`src/rtl/timer_counter.sv`:
```
// rtl/timer_counter.sv - memory-mapped programmable down-counter timer with IRQ
// Optional CTRL[4+:PSC_W] prescaler is built when TIMER_PRESCALE_EN is defined.
module timer_counter #(
  parameter int COUNT_W = 32,
  parameter int PSC_W   = 8
) (
  input  logic        clk,
  input  logic        reset_n,
  input  logic [31:2] addr,
  input  logic        we,
  input  logic [31:0] din,
  output logic [31:0] dout,
  output logic        irq
);

  typedef enum logic [1:0] {S_IDLE, S_LOAD, S_CNT, S_INT} state_t;

  state_t             state_q, state_d;
  logic               en_q, en_d;
  logic [1:0]         mode_q, mode_d;
  logic               im_q, im_d;
  logic               pend_q, pend_d;
  logic [COUNT_W-1:0] preset_q, preset_d;
  logic [COUNT_W-1:0] count_q, count_d;
  logic               tick;
  logic               reg_wr;
  logic [31:0]        ctrl_rd;
  logic               unused_ok;

  assign unused_ok = ^{addr[31:4], 1'(PSC_W)};
  assign reg_wr    = we && (addr[3:2] == 2'd0 || addr[3:2] == 2'd1);

`ifdef TIMER_PRESCALE_EN
  logic [PSC_W-1:0] psc_q, psc_d;
  logic [PSC_W-1:0] pcnt_q, pcnt_d;
  assign tick    = (pcnt_q == psc_q);
  assign ctrl_rd = 32'({psc_q, im_q, mode_q, en_q});
`else
  assign tick    = 1'b1;
  assign ctrl_rd = {28'd0, im_q, mode_q, en_q};
`endif

  always_comb begin
    state_d  = state_q;
    en_d     = en_q;
    mode_d   = mode_q;
    im_d     = im_q;
    pend_d   = pend_q;
    preset_d = preset_q;
    count_d  = count_q;
`ifdef TIMER_PRESCALE_EN
    psc_d    = psc_q;
    pcnt_d   = pcnt_q;
`endif
    // A register write pre-empts whatever the FSM would do on this edge.
    if (reg_wr) begin
      state_d = S_IDLE;
      pend_d  = 1'b0;
`ifdef TIMER_PRESCALE_EN
      pcnt_d  = '0;
`endif
      if (addr[3:2] == 2'd0) begin
        en_d   = din[0];
        mode_d = din[2:1];
        im_d   = din[3];
`ifdef TIMER_PRESCALE_EN
        psc_d  = din[4 +: PSC_W];
`endif
      end else begin
        preset_d = din[COUNT_W-1:0];
      end
    end else begin
      case (state_q)
        S_IDLE: if (en_q) state_d = S_LOAD;
        S_LOAD: begin
          count_d = preset_q;
          state_d = S_CNT;
`ifdef TIMER_PRESCALE_EN
          pcnt_d  = '0;
`endif
        end
        S_CNT: begin
          if (!en_q) begin
            state_d = S_IDLE;
          end else if (tick) begin
            if (count_q > COUNT_W'(1)) begin
              count_d = count_q - COUNT_W'(1);
            end else begin
              count_d = '0;
              pend_d  = 1'b1;
              state_d = S_INT;
            end
          end
`ifdef TIMER_PRESCALE_EN
          if (en_q) pcnt_d = tick ? '0 : pcnt_q + PSC_W'(1);
`endif
        end
        S_INT: begin
          state_d = S_IDLE;
          if (mode_q == 2'b00) en_d = 1'b0;
          else                 pend_d = 1'b0;
        end
        default: state_d = S_IDLE;
      endcase
    end
  end

  always_ff @(posedge clk or negedge reset_n) begin
    if (!reset_n) begin
      state_q  <= S_IDLE;
      en_q     <= 1'b0;
      mode_q   <= 2'b00;
      im_q     <= 1'b0;
      pend_q   <= 1'b0;
      preset_q <= '0;
      count_q  <= '0;
`ifdef TIMER_PRESCALE_EN
      psc_q    <= '0;
      pcnt_q   <= '0;
`endif
    end else begin
      state_q  <= state_d;
      en_q     <= en_d;
      mode_q   <= mode_d;
      im_q     <= im_d;
      pend_q   <= pend_d;
      preset_q <= preset_d;
      count_q  <= count_d;
`ifdef TIMER_PRESCALE_EN
      psc_q    <= psc_d;
      pcnt_q   <= pcnt_d;
`endif
    end
  end

  always_comb begin
    dout = '0;
    case (addr[3:2])
      2'd0:    dout = ctrl_rd;
      2'd1:    dout = 32'(preset_q);
      2'd2:    dout = 32'(count_q);
      default: dout = '0;
    endcase
  end

  assign irq = pend_q & im_q;

endmodule
```
`config.mk`:
```
export PLATFORM = sky130hd
export DESIGN_NAME = timer_counter
export DESIGN_NICKNAME = d
export VERILOG_FILES = /design/src/rtl/timer_counter.sv
export SDC_FILE = /design/constraint.sdc
export NUM_CORES = 1
export LEC_CHECK = 0
export ABC_AREA = 0
export CAP_MARGIN = 40
export CORE_UTILIZATION = 54
export CTS_CLUSTER_SIZE = 12
export DETAILED_ROUTE_END_ITERATION = 10
export PLACE_DENSITY = 0.94
export SYNTH_ARGS = -nofsm -noshare
export SYNTH_HDL_FRONTEND = slang
export SYNTH_SLANG_ARGS = --single-unit
```
`constraint.sdc`:
```
create_clock -name clk -period 5.8 [get_ports clk]
set_input_delay 0.58 -clock clk [delete_from_list [all_inputs] [get_ports clk]]
set_output_delay 0.58 -clock clk [all_outputs]
set_load 0.05 [all_outputs]
```
Word level (Yosys, flattened, before mapping)
Cells that the tools add are included.
{"block": "word_totals", "input_bits": 65, "mem_bits_rw": 0, "latch_bits": 0, "out_inout_bits": 33, "mem_count": 0, "wordCells": 57, "rom_bits": 0, "reg_bits": 71}
{"block": "classes", "add_sub_neg": 1, "mul": 0, "div": 0, "reduce_logical": 15, "n_bitwise": 3, "n_eq_ne": 12, "shifts": 0, "muxes": 18, "n_lt_le_gt_ge": 1}
{"cell": "32-bit case mux with 3 select lines", "count": 1}
{"cell": "32-bit 2-to-1 mux", "count": 2}
{"cell": "32-bit case mux with 2 select lines", "count": 1}
{"cell": "32-bit by 1-bit greater-than comparator with 1-bit output, second input constant", "count": 1}
{"cell": "32-bit by 1-bit subtractor with 32-bit output, second input constant", "count": 1}
{"cell": "3-bit inequality test, second input constant", "count": 4}
{"cell": "1-bit 2-to-1 mux", "count": 8}
{"cell": "2-bit 2-to-1 mux", "count": 4}
{"cell": "2-bit case mux with 4 select lines", "count": 1}
{"cell": "2-bit equality test, second input constant", "count": 3}
{"cell": "2-bit zero test", "count": 3}
{"cell": "2-bit AND reduction", "count": 3}
{"cell": "3-bit AND reduction", "count": 2}
{"cell": "2-bit nonzero test", "count": 3}
{"cell": "2-bit by 1-bit equality test with 1-bit output, second input constant", "count": 2}
{"cell": "4-bit inequality test, second input constant", "count": 1}
{"cell": "4-bit AND reduction", "count": 1}
{"cell": "3-bit nonzero test", "count": 1}
{"cell": "2-bit by 1-bit inequality test with 1-bit output, second input constant", "count": 1}
{"cell": "2-bit inequality test, second input constant", "count": 1}
{"cell": "1-bit inverter", "count": 2}
{"cell": "1-bit case mux with 2 select lines", "count": 1}
{"cell": "1-bit AND", "count": 1}
{"cell": "1-bit logical AND", "count": 1}
{"cell": "1-bit logical OR", "count": 1}

Depth between registers and ports, before layout
Gate-level depths: netlist of the first run.
{"block": "depth", "depth_word": 5, "ltp_mapped": 9}

Worst setup path before layout of the first run
Ideal clock, no wire load.
{"block": "synth_timing", "path_type": "input port to output port", "start": "input addr[3] in the netlist's numbering", "end": "output dout[2]", "slack_ns": 3.161, "cell_stages": 3, "t_arrival_ns": 2.059, "t_required_ns": 5.220, "path_buffers": 1, "path_cell_list": "clkbuf_1 mux2i_1 o21ai_0"}
{"block": "synth_between", "elab_chain_cells": 2, "word_cells_on_any_way": 4, "classes_between": "eq/ne: 2; mux: 1; reduce/logical: 1"}
{"item": "start, declared", "line": "9", "source": "input logic [31:2] addr,"}
{"item": "2-bit equality test (tied with other cells)", "line": "138", "source": "case (addr[3:2])"}
{"item": "32-bit case mux with 3 select lines (*)", "line": "138"}
{"item": "end, declared", "line": "12", "source": "output logic [31:0] dout,"}
Every way passes the cells marked *; elsewhere a longest branch is shown, timed or not.

Worst setup path in the final report of the first run
{"block": "layout_timing", "start": "input addr[2] in the netlist's numbering", "end": "output dout[0]"}
The elaborated chain is that of the path after synthesis.

==> metrics, run 1 <==
reg2reg setup slack roughly 2700 ps; Critical-path top delay cell clkdlybuf4s50_1; Setup TNS 0 ps; Crit path max-delay family buffers and inverters; io pins 98; startpoint types input pin; PortBufs 69; Worst EP arrival about 3300 ps; post-cts resize count 0; final antenna-violating net count 0; Mapped Avg Cell Area 10.1 um^2; Cells after Synth about 400; area grow syn2layout 23.2%; Max-cap violations 0; Filler Cells Inserted 528; initial core utilization ~56%; Post-CTS Setup Bufs 0; Core Footprint about 7300 um^2; Finished Cell Area around 5000 um^2; DP HPWL between 7 and 8 mm; drt via density about 6.7; Final Wtd Congestion 0.875; final hold violations 0; clock latency on the worst-skew pair between 300 and 400 ps; largest net degree at the start of global routing just over 50; H-tree depth 3; crit path max fanout 18; type of the worst setup path input pin to output pin; CP Launch Point addr[2]; initial antenna violation count 0; worst-margin pin slew about 930 ps; most common cell after layout, fill and taps aside dfrtp_1; die area roughly 7900 um^2; number of flops mapped to enable cells by yosys 0; Area after DPL around 4800 um^2; area of the mapped netlist a little over 4000 um^2; Die X 88.8 um; Synth Warn # 0; Synth async-reset ratio between 90% and 100%; CTS tree yes; register bit total from synthesis 71; Inserted Clock Buffers 9; clock sink count 71; r2r worst-path depth 6; Root Buffer clkbuf_8; Total GRT Usage ~29%; hold_buf cts 0; fin. max-slew vios 0; Rel. slew slack a little under two fifths; RSZ-0062 raised after global routing false; maximum vdd ir drop slightly above 0.0002 V; row cnt 31; Lkg Pwr roughly 0.0020 uW; status finished clean; Seq/Total Area, Yosys 43.7%; Final #Nets between 500 and 600; routed len/inst 19.5 um; endpoint type of the worst setup path output pin; min Tclk post-route slightly below 4000 ps; clock-pin transition on the worst setup and hold timing paths about 70 ps; required time of the critical path about 5200 ps; hold crit path type input pin to async pin; clock buffer depth 2; stages on the worst setup path 6; via count of the first global-routing pass ~3,700; worst path bufs/invs 3; overall power 2500 uW; slowest stage delay, CP between 800 and 900 ps; Routed Wire Length around 11 mm; Residual DRC 0; final worst-path cycle share 66.4%; layout cells sized above 1 between 10% and 20%; distinct cell type count after synthesis between 50 and 60; most frequent cells in the layout 71 x dfrtp_1, 68 x clkdlybuf4s50_1, 36 x a22o_1, 36 x mux2_2, 34 x o21ai_0; Vias around 3,800; most frequent CP cell clkdlybuf4s50_1; chip height between 80 and 90 um; drt initial violations approximately 430; DR pass1 iterations 5; worst reg2reg path startpoint state_q[0]; Max Clock Freq approximately 0.26 GHz; Net Count, Synth 472; Final Skew between 9 and 10 ps; Setup crit end dout[0]; Reg-to-Reg End count_q[27]; final setup fails 0; cells along the critical path clkdlybuf4s50_1, nor2b_2, buf_4, nand2_1, o21ai_0, clkdlybuf4s50_1; Power Density ~500 nW/um^2; grt total ovfl 0; Antenna Cells 0; first-pass GRT wire length roughly 18 mm; Top FF cell, synth dfrtp_1
-- metrics by stage --
step | hold WS, ps | worst slack, ps | utilization (%) | std cells
3_3_place_gp | 507 | 1830 | 65.9 | 541
3_5_place_dp | 517 | 2020 | 66.8 | 544
4_1_cts | 224 | 1950 | 69.1 | 557
5_1_grt | 243 | 1820 | 69.1 | 557
6_report | 218 | 1950 | 69.1 | 557
2_1_floorplan | 284 | 3160 | - | 401
-- flip-flops by register name (all words and copies together) (netlist names) --
register,flops
mode_q,2
en_q,1
im_q,1
count_q,32
state_q,2
pend_q,1
preset_q,32
-- worst min path at each step --
stage / start / end / slack (ps) / cells past startpoint
floorplan: reset_n / count_q[0] / 280 / 0
global placement: preset_q[31] / count_q[31] / 510 / 2
detailed placement: preset_q[27] / preset_q[27] / 520 / 1
CTS: reset_n / preset_q[3] / 220 / 2
global route: reset_n / preset_q[3] / 240 / 2
finish: reset_n / preset_q[3] / 220 / 2
-- report_power, final --
part / total [uW] / internal (uW) / switching, uW
Combinational: 1230 / 502 / 730
Clock: 366 / 191 / 174
Sequential: 903 / 668 / 235
Total: 2500 / 1360 / 1140
-- final cells by class --
cell class	instances	area [um^2]	area share (%)
multi-input combinational	288	2120	42.4
clock buffer	11	131	2.62
sequential	71	1780	35.4
inverter	10	37.5	0.749
timing repair buffer	76	786	15.7
clock inverter	2	35.0	0.699
tap	99	124	2.47
-- per-layer routing --
layer,up-vias,wire length (um),GRT usage (%)
li1,1663,-,-
met1,1851,4280,36.7
met2,217,5510,48.7
met3,27,842,5.88
met4,0,250,13.6
met5,-,0,0
-- cell families (layout without fill, tap and decap cells) --
family / after synthesis / in the layout / share of synthesized area [%]
compound gates: 119 / 119 / 21.8
flops: 71 / 71 / 43.7
simple gates: 119 / 119 / 16.5
buf+inv: 42 / 99 / 4.24
fa+ha+maj: 6 / 6 / 1.84
mux: 44 / 44 / 11.9
-- Yosys cell counts (2+ instances only) --
cell type,instances,area (um^2)
nor4_1,17,106
buf_2,6,30.0
mux2_2,36,405
a31oi_1,4,25.0
nand3_1,11,55.1
nand2_1,20,75.1
inv_1,9,33.8
buf_1,2,7.51
buf_4,2,15.0
or2_2,2,12.5
a22o_1,36,315
or3_1,5,31.3
o32ai_1,3,26.3
nand4_1,2,12.5
nor2b_1,4,25.0
o41ai_1,3,26.3
dfrtp_1,71,1780
o211ai_1,2,15.0
or4_1,10,75.1
nor2_1,17,63.8
nand3b_1,3,22.5
ha_1,6,75.1
nor3b_1,2,15.0
o21ai_0,34,170
clkbuf_1,22,82.6
mux2i_1,8,80.1
and3_1,3,18.8
nor4b_1,3,26.3
a21oi_1,7,35.0
a221o_1,12,120
nand2b_1,2,12.5
a22oi_1,5,37.5
nor3_1,13,65.1
Note: power is estimated with default switching activity, not from simulation.
==> run 2, diff against run 1 <==
CORE_UTILIZATION = 50   (was 54)
PLACE_DENSITY = 0.88   (was 0.94)
clock period = 3.71 ns   (was 5.8 ns; I/O delays follow)
==> run 2 against run 1 <==
Sequential share of layout area rose by 0.38 points. Setup slack got worse by 1200 ps. Count of clock-buffer cells in the layout fell by 2. Die area rose by 7.8%. Sequential power rose by 56%. First-iteration DRC count rose by 0.47%. Total power rose by 52%. Clock skew fell by 0.77 ps. Critical path depth fell by 1. Combinational power rose by 51%. Cell count rose by 1.8%. Flip-flop and latch count did not move.
==> metrics, run 2 (synthesis gave the netlist of run 1 again) <==
startpoint types flip-flop; clock latency on the worst-skew pair about 350 ps; chip height between 90 and 100 um; Power Density roughly 770 nW/um^2; setup ws final between 700 and 800 ps; min Tclk post-route about 3000 ps; die area 8500 um^2; final worst-path cycle share 80.7%; Core Footprint slightly below 8000 um^2; final antenna-violating net count 0; DP HPWL 6.81 mm; clock sink count 71; largest net degree at the start of global routing approximately 50; Setup WS pre-CTS slightly above 800 ps; final hold violations 0; Crit path max-delay family compound AO/OA/AOI/OAI gates; initial antenna violation count 0; area grow syn2layout 22.0%; clock buffer depth 2; hold_buf cts 0; Residual DRC 0; clock-pin transition on the worst setup and hold timing paths 80 ps; Final Skew roughly 9.2 ps; Setup TNS 0 ps; CTS tree yes; drt via density about 6.5; Core Util, Final between 60 and 70%; via count of the first global-routing pass between 3,000 and 4,000; required time of the critical path 3950 ps; Hold WS ~42 ps; Routed Wire Length about 10 mm; first-pass GRT wire length 16.8 mm; Max-cap violations 0; Max Clock Freq ~0.33 GHz; maximum vdd ir drop 0.000454 V; Post-CTS Setup Bufs 0; Critical-path top delay cell a31o_2; biggest regs count_q: 32 flops, preset_q: 32 flops; worst reg2reg path startpoint count_q[25]; layout cells sized above 1 a little over a fifth; endpoint type of the worst setup path flip-flop; Total GRT Usage between 20% and 30%; post-cts resize count 0; Area after DPL 4790 um^2; Root Buffer clkbuf_8; grt total ovfl 0; worst path bufs/invs 0; Lkg Pwr 0.00203 uW; io pins approximately 100; most common cell after layout, fill and taps aside dfrtp_1; slowest stage delay, CP around 820 ps; CP Launch Point count_q[25]; worst-margin pin slew between 900 and 1000 ps; crit path max fanout 48; Final Wtd Congestion 0.885; PortBufs about 70; initial core utilization a little over half; Finished Cell Area 4960 um^2; RSZ-0062 raised after global routing false; Die X 92.2 um; DR pass1 iterations 5; status finished clean; Worst EP arrival approximately 3200 ps; Filler Cells Inserted 627; H-tree depth 3; type of the worst setup path flip-flop to flip-flop; routed len/inst between 15 and 20 um; most frequent cells in the layout 71 x dfrtp_1, 40 x clkdlybuf4s50_1, 37 x buf_4, 36 x a22o_1, 36 x mux2_2; row cnt 32; Final #Nets about 530; final setup fails 0; cells along the critical path or4_1, nor4_1, a31o_2, o21ai_0, a221o_1; drt initial violations ~430; Antenna Cells 0; Rel. slew slack between 30 and 40%; Inserted Clock Buffers 9; hold crit path type input pin to async pin; Vias around 3,700; fin. max-slew vios 0
[run 2: cell count changes in the layout (fill, tap and decap cells not counted), sizes merged]
| cell | delta |
|---|---|
| clkinv | +1 |
| clkbuf | -2 |
| buf | +32 |
| inv | +1 |
| bufinv | -1 |
| clkdlybuf4s50 | -28 |
| clkinvlp | +4 |
[run 2: per-stage QoR]
| stage | instances | total power (uW) |
|---|---|---|
| final | 567 | 3810 |
| after global routing | 567 | 4060 |
| after CTS | 567 | 3780 |
| after detailed placement | 551 | 3220 |
| after global placement | 550 | 3140 |
| after floorplan | 401 | 2710 |
[run 2: final cells by class]
| type | instances | area [um^2] | area share, % |
|---|---|---|---|
| Timing Repair Buffer | 80 | 723 | 14.6 |
| Sequential cell | 71 | 1780 | 35.8 |
| Multi-Input combinational cell | 288 | 2120 | 42.8 |
| Inverter | 10 | 37.5 | 0.756 |
| Clock inverter | 7 | 48.8 | 0.983 |
| Tap cell | 102 | 128 | 2.57 |
| Clock buffer | 9 | 124 | 2.50 |
[run 2: worst paths after layout]
check,end,slack (ps),cells past startpoint
worst min register to register,preset_q[27],530,1
worst max register to register,count_q[17],720,5
worst max-delay path,count_q[17],720,5
max in group asynchronous,count_q[12],3120,3
min in group clk,preset_q[27],530,1
worst min-delay path,preset_q[28],40,2
[run 2: routing by layer]
metal	up-vias	wire [um]	share of wire, %	track usage, %
li1	1678	-	-	-
met1	1767	4240	41	34.4
met4	0	337	3.3	13.3
met5	-	0	0	0
met2	215	4850	47	39.0
met3	31	813	7.9	2.99
[run 2: worst register-to-register path, delay by kind of cell (launching register included)]
family          cells  cell delay, ps
simple gates        2            1000
compound gates      3            1410
flops               1             470
[run 2: where the power goes]
| group | switching [uW] | leakage (uW) | internal (uW) |
|---|---|---|---|
| combinational | 1100 | 0.00109 | 755 |
| sequential | 364 | 0.000860 | 1040 |
| clock | 305 | 0.0000776 | 242 |
| total | 1770 | 0.00203 | 2040 |
